[config.mk]
export PLATFORM = sky130hd
export DESIGN_NAME = recv_credit_fifo
export DESIGN_NICKNAME = d
export VERILOG_FILES = /design/src/rtl/recv_credit_fifo.sv
export SDC_FILE = /design/constraint.sdc
export NUM_CORES = 1
export LEC_CHECK = 0
export BUFFER_PORTS_ARGS = -buffer_cell sky130_fd_sc_hd__buf_2
export CELL_PAD_IN_SITES_DETAIL_PLACEMENT = 1
export CELL_PAD_IN_SITES_GLOBAL_PLACEMENT = 1
export CORE_ASPECT_RATIO = 2
export CORE_MARGIN = 2
export CORE_UTILIZATION = 35
export CTS_CLUSTER_SIZE = 8
export DETAILED_ROUTE_END_ITERATION = 6
export GPL_TIMING_DRIVEN = 0
export PLACE_DENSITY = 0.65
export SLEW_MARGIN = 25
export SYNTH_ARGS = -nofsm -noshare
export SYNTH_HDL_FRONTEND = slang
export SYNTH_SLANG_ARGS = --single-unit
[constraint.sdc]
create_clock -name clk -period 8.95 [get_ports clk]
set_input_delay 0.895 -clock clk [delete_from_list [all_inputs] [get_ports clk]]
set_output_delay 0.895 -clock clk [all_outputs]
set_load 0.005 [all_outputs]
[src/rtl/recv_credit_fifo.sv]
// Receive-side credit FIFO: buffers words pushed by the upstream receiver
// and returns one credit per popped word. Optional overflow flag via RECV_FIFO_OVF_CHECK_EN.
module recv_credit_fifo #(
    parameter int DATA_WIDTH   = 64,
    parameter int DEPTH        = 4,
    parameter int CREDIT_WIDTH = 3
) (
    input  logic                    clk,
    input  logic                    rst_n,
    input  logic                    in_valid,
    input  logic [DATA_WIDTH-1:0]   in_data,
    output logic                    out_valid,
    output logic [DATA_WIDTH-1:0]   out_data,
    input  logic                    out_ready,
    output logic                    credit_return,
    output logic [CREDIT_WIDTH-1:0] free_slots,
    output logic                    ovf_err
);

    localparam int PTR_W = (DEPTH > 1) ? $clog2(DEPTH) : 1;
    localparam logic [CREDIT_WIDTH-1:0] DEPTH_C = CREDIT_WIDTH'(DEPTH);
    localparam logic [CREDIT_WIDTH-1:0] CNT_ONE = CREDIT_WIDTH'(1);
    localparam logic [PTR_W-1:0]        PTR_ONE = PTR_W'(1);

    logic [DATA_WIDTH-1:0]   mem [DEPTH];
    logic [PTR_W-1:0]        wr_ptr;
    logic [PTR_W-1:0]        rd_ptr;
    logic [CREDIT_WIDTH-1:0] count;
    logic                    full;
    logic                    push;
    logic                    pop;

    assign full       = (count == DEPTH_C);
    assign out_valid  = (count != '0);
    assign pop        = out_valid & out_ready;
    // A full FIFO still accepts a word when the head leaves in the same cycle.
    assign push       = in_valid & (~full | pop);
    assign out_data   = mem[rd_ptr];
    assign free_slots = DEPTH_C - count;

    // Storage write; nothing is captured while reset is held.
    always_ff @(posedge clk) begin
        if (rst_n && push) begin
            mem[wr_ptr] <= in_data;
        end
    end

    // Pointers, occupancy and the registered credit pulse.
    always_ff @(posedge clk) begin
        if (!rst_n) begin
            wr_ptr        <= '0;
            rd_ptr        <= '0;
            count         <= '0;
            credit_return <= 1'b0;
        end else begin
            if (push) begin
                wr_ptr <= wr_ptr + PTR_ONE;
            end
            if (pop) begin
                rd_ptr <= rd_ptr + PTR_ONE;
            end
            unique case ({push, pop})
                2'b10:   count <= count + CNT_ONE;
                2'b01:   count <= count - CNT_ONE;
                default: count <= count;
            endcase
            credit_return <= pop;
        end
    end

`ifdef RECV_FIFO_OVF_CHECK_EN
    logic ovf_q;

    // Sticky flag for a word that arrived with no room and no pop to make room.
    always_ff @(posedge clk) begin
        if (!rst_n) begin
            ovf_q <= 1'b0;
        end else if (in_valid && full && !pop) begin
            ovf_q <= 1'b1;
`ifndef SYNTHESIS
            $display("ERROR: recv_credit_fifo overflow, word %h dropped", in_data);
`endif
        end
    end

    assign ovf_err = ovf_q;
`else
    assign ovf_err = 1'b0;
`endif

endmodule
==> results of run 1 <==
## cell usage after synthesis, types with 3 or more instances
cell and number:
dfxtp_1 10, and3_1 4, mux4_2 60, edfxtp_1 256, buf_2 6, mux4_1 4, mux2i_1 3, inv_1 8
ha_1 7, buf_12 6, nand2_1 6, and2_1 4
## tightest hold or removal path: stages (launching register included)
cell and delay (ns):
dfxtp_1 0.32, nand2_1 0.06, mux2i_1 0.06
## kinds of logic after synthesis
family	after synthesis	synth area share
buffers and inverters	26	0.02205
muxes	67	0.1497
adders and majority gates	8	0.01084
AOI/OAI and AO/OA	6	0.004158
and+or+nand+nor	27	0.01688
xor gates and xnor gates	2	0.001764
DFF	266	0.7943
other	1	0.0003776
## path summary, 6_finish.rpt
kind              startpoint         end  slack, ns  cells after the start
setup / recovery    count[0]  mem[0][49]       6.05                      7
hold / removal      count[0]    count[0]       0.49                      2
setup reg to reg    count[0]  mem[0][49]       6.05                      7
hold reg to reg     count[0]    count[0]       0.49                      2
## power breakdown
| part | leakage [uW] | internal, uW | switching, uW |
|---|---|---|---|
| sequential | 0.00241 | 1440 | 19.7 |
| clock | 0.000507 | 789 | 491 |
| combinational | 0.00121 | 323 | 279 |
## state kept, by name, summed over array words and instances, names as in the netlist, named ones only
signal,flops
wr_ptr,2
count,3
credit_return,1
rd_ptr,2
mem,256
## layer usage
metal / vias up / track usage / wire length [microns]
met4: 2 / 0.05849 / 578
met1: 2423 / 0.1577 / 7437
met5: - / 0 / 13
met2: 125 / 0.2714 / 11950
met3: 36 / 0.02519 / 982
li1: 2061 / - / -
## area by class of cell
type	instances	area, sq um	area share
Antenna cell	2	5.005	0.0004092
Buffer	18	188.9	0.01545
Clock buffer	54	1032	0.08441
Clock inverter	2	17.52	0.001432
Inverter	8	30.03	0.002455
Multi-Input combinational cell	111	1844	0.1508
Sequential cell	266	7888	0.6450
Tap cell	356	445.4	0.03642
Timing Repair Buffer	139	778.2	0.06364
## through the flow
stage | area (sq um) | power (uW) | utilization | setup WS, ns | std cells
after floorplan | 9931 | 1864 | - | 5.557 | 403
after global placement | 11050 | 2080 | 0.3935 | 4.071 | 894
after detailed placement | 11170 | 2104 | 0.3979 | 6.006 | 898
after CTS | 12220 | 3409 | 0.4353 | 5.965 | 954
after global routing | 12220 | 3485 | 0.4353 | 5.801 | 954
final | 12230 | 3339 | 0.4354 | 6.052 | 956
==> summary.md, run 1 <==
| Metric | Value |
|---|---|
| Status | `finished clean` |
| Clk slew on worst S/H paths | `0.05 ns` |
| CTS Hold Bufs | `0` |
| Ys async rst share | `0` |
| Cells resized by post-CTS repair | `0` |
| Post-synth top area cell | `edfxtp_1` |
| Area Overhead vs Synth | `23.14%` |
| Antenna violations before repair | `2` |
| Slowest cell delay on critical path | `0.70 ns` |
| Final hold vios | `0` |
| Synth area leaders | `edfxtp_1 77%, mux4_2 14%, dfxtp_1 2.0%` |
| Routed via count | `4647` |
| Crit path kind | `reg2reg` |
| DRT antenna net count | `0` |
| Post-synth top area share | `0.7741` |
| Total grt overflow | `0` |
| CP Cell Sequence | `inv_1, ha_1, ha_1, nand2b_1, a21boi_2, and3_4, buf_12` |
| Worst path slowest cell | `and3_4` |
| Total of max-cap violations | `0` |
| Worst hold path type | `reg2reg` |
| Seq cells post-synth | `266` |
| Largest net degree at the start of global routing | `41` |
| Total detailed-routing wirelength | `20.97 mm` |
| Commonest non-fill, non-tap cell in the layout | `edfxtp_1` |
| Most frequent cells in the layout | `256 x edfxtp_1, 141 x buf_2, 60 x mux4_2` |
| CP endpoint kind | `register` |
| Core area | `28080 sq um` |
| Initial core utilization | `0.3536` |
| Final min period | `2.898 ns` |
| Clock Sinks | `266` |
| Clock skew | `0.02053 ns` |
| First-pass GRT wire length | `32.21 mm` |
| Port Buffers | `135` |
| Tcrit/Tclk final | `0.3238` |
| CP bufs+invs | `2` |
| Drt drc | `0` |
| Clock Tree Root | `clkbuf_16` |
| Final nets | `659` |
| Leakage | `0.004123 uW` |
| Syn_nets | `479` |
| Final Max Tran Viols | `0` |
| Pwr dens | `273.1 nW/um^2` |
| VDD IR max | `0.1143 mV` |
| Max H-tree Level | `2` |
| Rows | `87` |
| Die ar. | `29820 sq um` |
| Clock Latency Late Sink | `0.50 ns` |
| Kind of start point of the critical path | `register` |
| Critical path peak fanout | `38` |
| Initial DRT Pass Iterations | `4` |
| Syn Area/Cell | `24.64 sq um` |
| Cells after Synth | `403` |
| Post-synth EDFFs | `256` |
| Layout cells sized above 1 | `0.4365` |
| Synthesis warning total | `0` |
| Largest delay contributor family on the critical path | `simple AND/OR/NAND/NOR gates` |
| Share of synthesized area occupied by flip-flops and latches | `0.7943` |
| WP data required | `9.13 ns` |
| I/O pins | `138` |
| RePlAce Congestion | `0.6788` |
| Synth Flop Type | `edfxtp_1` |
| Synthesized area | `9931 sq um` |
| Tot GR Track Use | `0.1453` |
| Minimum hold slack | `0.4949 ns` |
| Fill cells | `2679` |
| CTS tree | `yes` |
| Worst slew pin tran | `0.6716 ns` |
| Final TNS setup | `0 ns` |
| Clock Path Buffers | `3` |
| Setup violators final | `0` |
| CP arrival | `3.08 ns` |
| FMAX | `345.0 MHz` |
| Vias in the first global route | `5452` |
| Die width | `123.1 microns` |
| Wirelength per Cell | `21.93 microns` |
| Cts bufs inserted | `39` |
| Die Y | `242.2 microns` |
| # Post-CTS Setup Buffers | `0` |
| RSZ-0062 raised after global routing | `false` |
| Detailed-placement wirelength estimate | `13.06 mm` |
| DR iter-0 viols | `265` |
| Crit path top cell by count | `ha_1` |
| Yosys cell types | `33` |
| Rel. slew slack | `0.5522` |
| Via density | `4.861` |
Note: power is estimated with default switching activity, not from simulation.
==> run 2: changes to the inputs <==
==> constraint.sdc (replaced) <==
create_clock -name clk -period 2.7 [get_ports clk]
set_input_delay 0.27 -clock clk [delete_from_list [all_inputs] [get_ports clk]]
set_output_delay 0.27 -clock clk [all_outputs]
set_load 0.005 [all_outputs]
==> summary.md, run 2 (synthesis gave the netlist of run 1 again) <==
| Metric | Value |
|---|---|
| Most flop-heavy register | `mem (unchanged)` |
| Vias in the first global route | `5711 (was 5452)` |
| Max H-tree Level | `2 (unchanged)` |
| Total grt overflow | `0 (unchanged)` |
| CTS tree | `yes (unchanged)` |
| Tot GR Track Use | `0.1492 (was 0.1453)` |
| CP arrival | `2.69 ns (was 3.08 ns)` |
| Biggest registers after layout | `mem (256), count (3) (unchanged)` |
| Total detailed-routing wirelength | `21.81 mm (was 20.97 mm)` |
| Rows | `87 (unchanged)` |
| Worst slew pin tran | `0.5459 ns (was 0.6716 ns)` |
| VDD IR max | `0.4675 mV (was 0.1143 mV)` |
| Critical path peak fanout | `40 (was 38)` |
| Initial core utilization | `0.3536 (unchanged)` |
| Port Buffers | `135 (unchanged)` |
| Setup violators final | `0 (unchanged)` |
| Worst hold path type | `in2reg (was reg2reg)` |
| Clock Sinks | `266 (unchanged)` |
| Wirelength per Cell | `21.18 microns (was 21.93 microns)` |
| Area occupied by multi-input gates | `1887 sq um (was 1844 sq um)` |
| Kind of start point of the critical path | `register (unchanged)` |
| Area Overhead vs Synth | `30.50% (was 23.14%)` |
| Detailed-placement wirelength estimate | `12.93 mm (was 13.06 mm)` |
| FMAX | `396.2 MHz (was 345.0 MHz)` |
| Die ar. | `29820 sq um (unchanged)` |
| Final nets | `730 (was 659)` |
| Drt drc | `0 (unchanged)` |
| Total of max-cap violations | `0 (unchanged)` |
| Max FFs per register | `256 (unchanged)` |
| Layout cells sized above 1 | `0.4054 (was 0.4365)` |
| First-pass GRT wire length | `32.96 mm (was 32.21 mm)` |
| Antenna violations before repair | `3 (was 2)` |
| I/O pins | `138 (unchanged)` |
| Most frequent cells in the layout | `256 x edfxtp_1, 141 x buf_2, 63 x dlygate4sd3_1 (was 256 x edfxtp_1, 141 x buf_2, 60 x mux4_2)` |
| Largest net degree at the start of global routing | `41 (unchanged)` |
| DRT antenna net count | `0 (unchanged)` |
| Status | `finished clean (unchanged)` |
| Clock Path Buffers | `3 (unchanged)` |
| Pre-CTS setup slack | `-0.1349 ns (was 6.006 ns)` |
| Final min period | `2.524 ns (was 2.898 ns)` |
| WP data required | `2.87 ns (was 9.13 ns)` |
| Clk slew on worst S/H paths | `0.05 ns (about the same)` |
| Clock skew | `0.02723 ns (was 0.02053 ns)` |
| Clock Tree Root | `clkbuf_16 (unchanged)` |
| Routed via count | `5008 (was 4647)` |
| Tcrit/Tclk final | `0.9349 (was 0.3238)` |
| Via density | `4.862 (was 4.861)` |
| Pwr dens | `865.0 nW/um^2 (was 273.1 nW/um^2)` |
| Die Y | `242.2 microns (unchanged)` |
| Crit path kind | `reg2reg (unchanged)` |
| Final hold vios | `0 (unchanged)` |
| Rel. slew slack | `0.6360 (was 0.5522)` |
| Leakage | `0.004448 uW (was 0.004123 uW)` |
| Commonest non-fill, non-tap cell in the layout | `edfxtp_1 (unchanged)` |
| Fill cells | `2652 (was 2679)` |
| Clock Latency Late Sink | `0.51 ns (was 0.50 ns)` |
| Initial DRT Pass Iterations | `7 (was 4)` |
| Worst setup margin | `0.1758 ns (was 6.052 ns)` |
| Core area | `28080 sq um (unchanged)` |
| CP endpoint kind | `register (unchanged)` |
| RePlAce Congestion | `0.7340 (was 0.6788)` |
| RSZ-0062 raised after global routing | `false (unchanged)` |
| Die width | `123.1 microns (unchanged)` |
| Storage cell area | `7888 sq um (unchanged)` |
| Final Max Tran Viols | `0 (unchanged)` |
| Cts bufs inserted | `39 (unchanged)` |
| DR iter-0 viols | `249 (was 265)` |
| Final Power | `11210 uW (was 3339 uW)` |
run 2: cell types whose count changed in the layout (fill, tap and decap cells not counted), sizes merged:
cell	previous run	this run
dlygate4sd3	0	63
inv	9	11
diode	2	3
buf	154	158
and3	4	8
run 2: timing repair:
item	in CTS	in global routing
endpoints found under the hold margin	252	0
setup endpoints to repair	160	1
gates cloned	4	0
gates resized for setup	1	1
buffers inserted	4	0
hold buffers	63	0
pin swaps	4	0
run 2: worst max-delay path, stage by stage (launching register included):
cell	delay, ns
dfxtp_1	0.35
inv_1	0.10
ha_1	0.24
ha_1	0.27
nand2b_1	0.29
a21boi_4	0.36
and3_4	0.29
buf_16	0.24
run 2: worst paths after layout:
kind	from	end	slack, ns	cells after the start
setup / recovery	count[0]	mem[0][44]	0.18	7
hold / removal	in_data[27]	mem[2][27]	0.03	1
setup reg to reg	count[0]	mem[0][44]	0.18	7
hold reg to reg	count[0]	count[0]	0.50	2
run 2: area by class of cell:
cell class | instances | share of cell area
clock inverters | 4 | 0.002703
diodes | 3 | 0.0005793
plain buffers | 18 | 0.01458
well taps | 356 | 0.03437
repair buffers | 206 | 0.1116
clock buffers | 54 | 0.07965
inverters | 8 | 0.002317
multi-input cells | 115 | 0.1456
flip-flops and latches | 266 | 0.6086
run 2: through the flow:
stage               cell area [sq um]    util  setup TNS [ns]  instances  hold WS, ns
floorplan                        9936       -               0        403       0.3689
global placement                11060  0.3937         -179.54        894       0.4672
detailed placement              11180  0.3982          -19.31        898       0.4869
CTS                             12950  0.4610               0       1027     0.005132
global route                    12960  0.4615               0       1030     0.008276
finish                          12960  0.4615               0       1030      0.02506
run 2: where the power goes:
part	internal [uW]	total [uW]	switching [uW]	leakage, uW
logic	1150	2120	975	0.00153
clock network	2630	4260	1630	0.000516
registers	4760	4830	65.0	0.00241
run 2: layer usage:
layer,vias to the layer above,GRT usage,share of wire
li1,2211,-,-
met1,2623,0.1652,0.37
met2,130,0.2732,0.56
met3,44,0.02519,0.039
met4,0,0.06584,0.030
met5,-,0,0
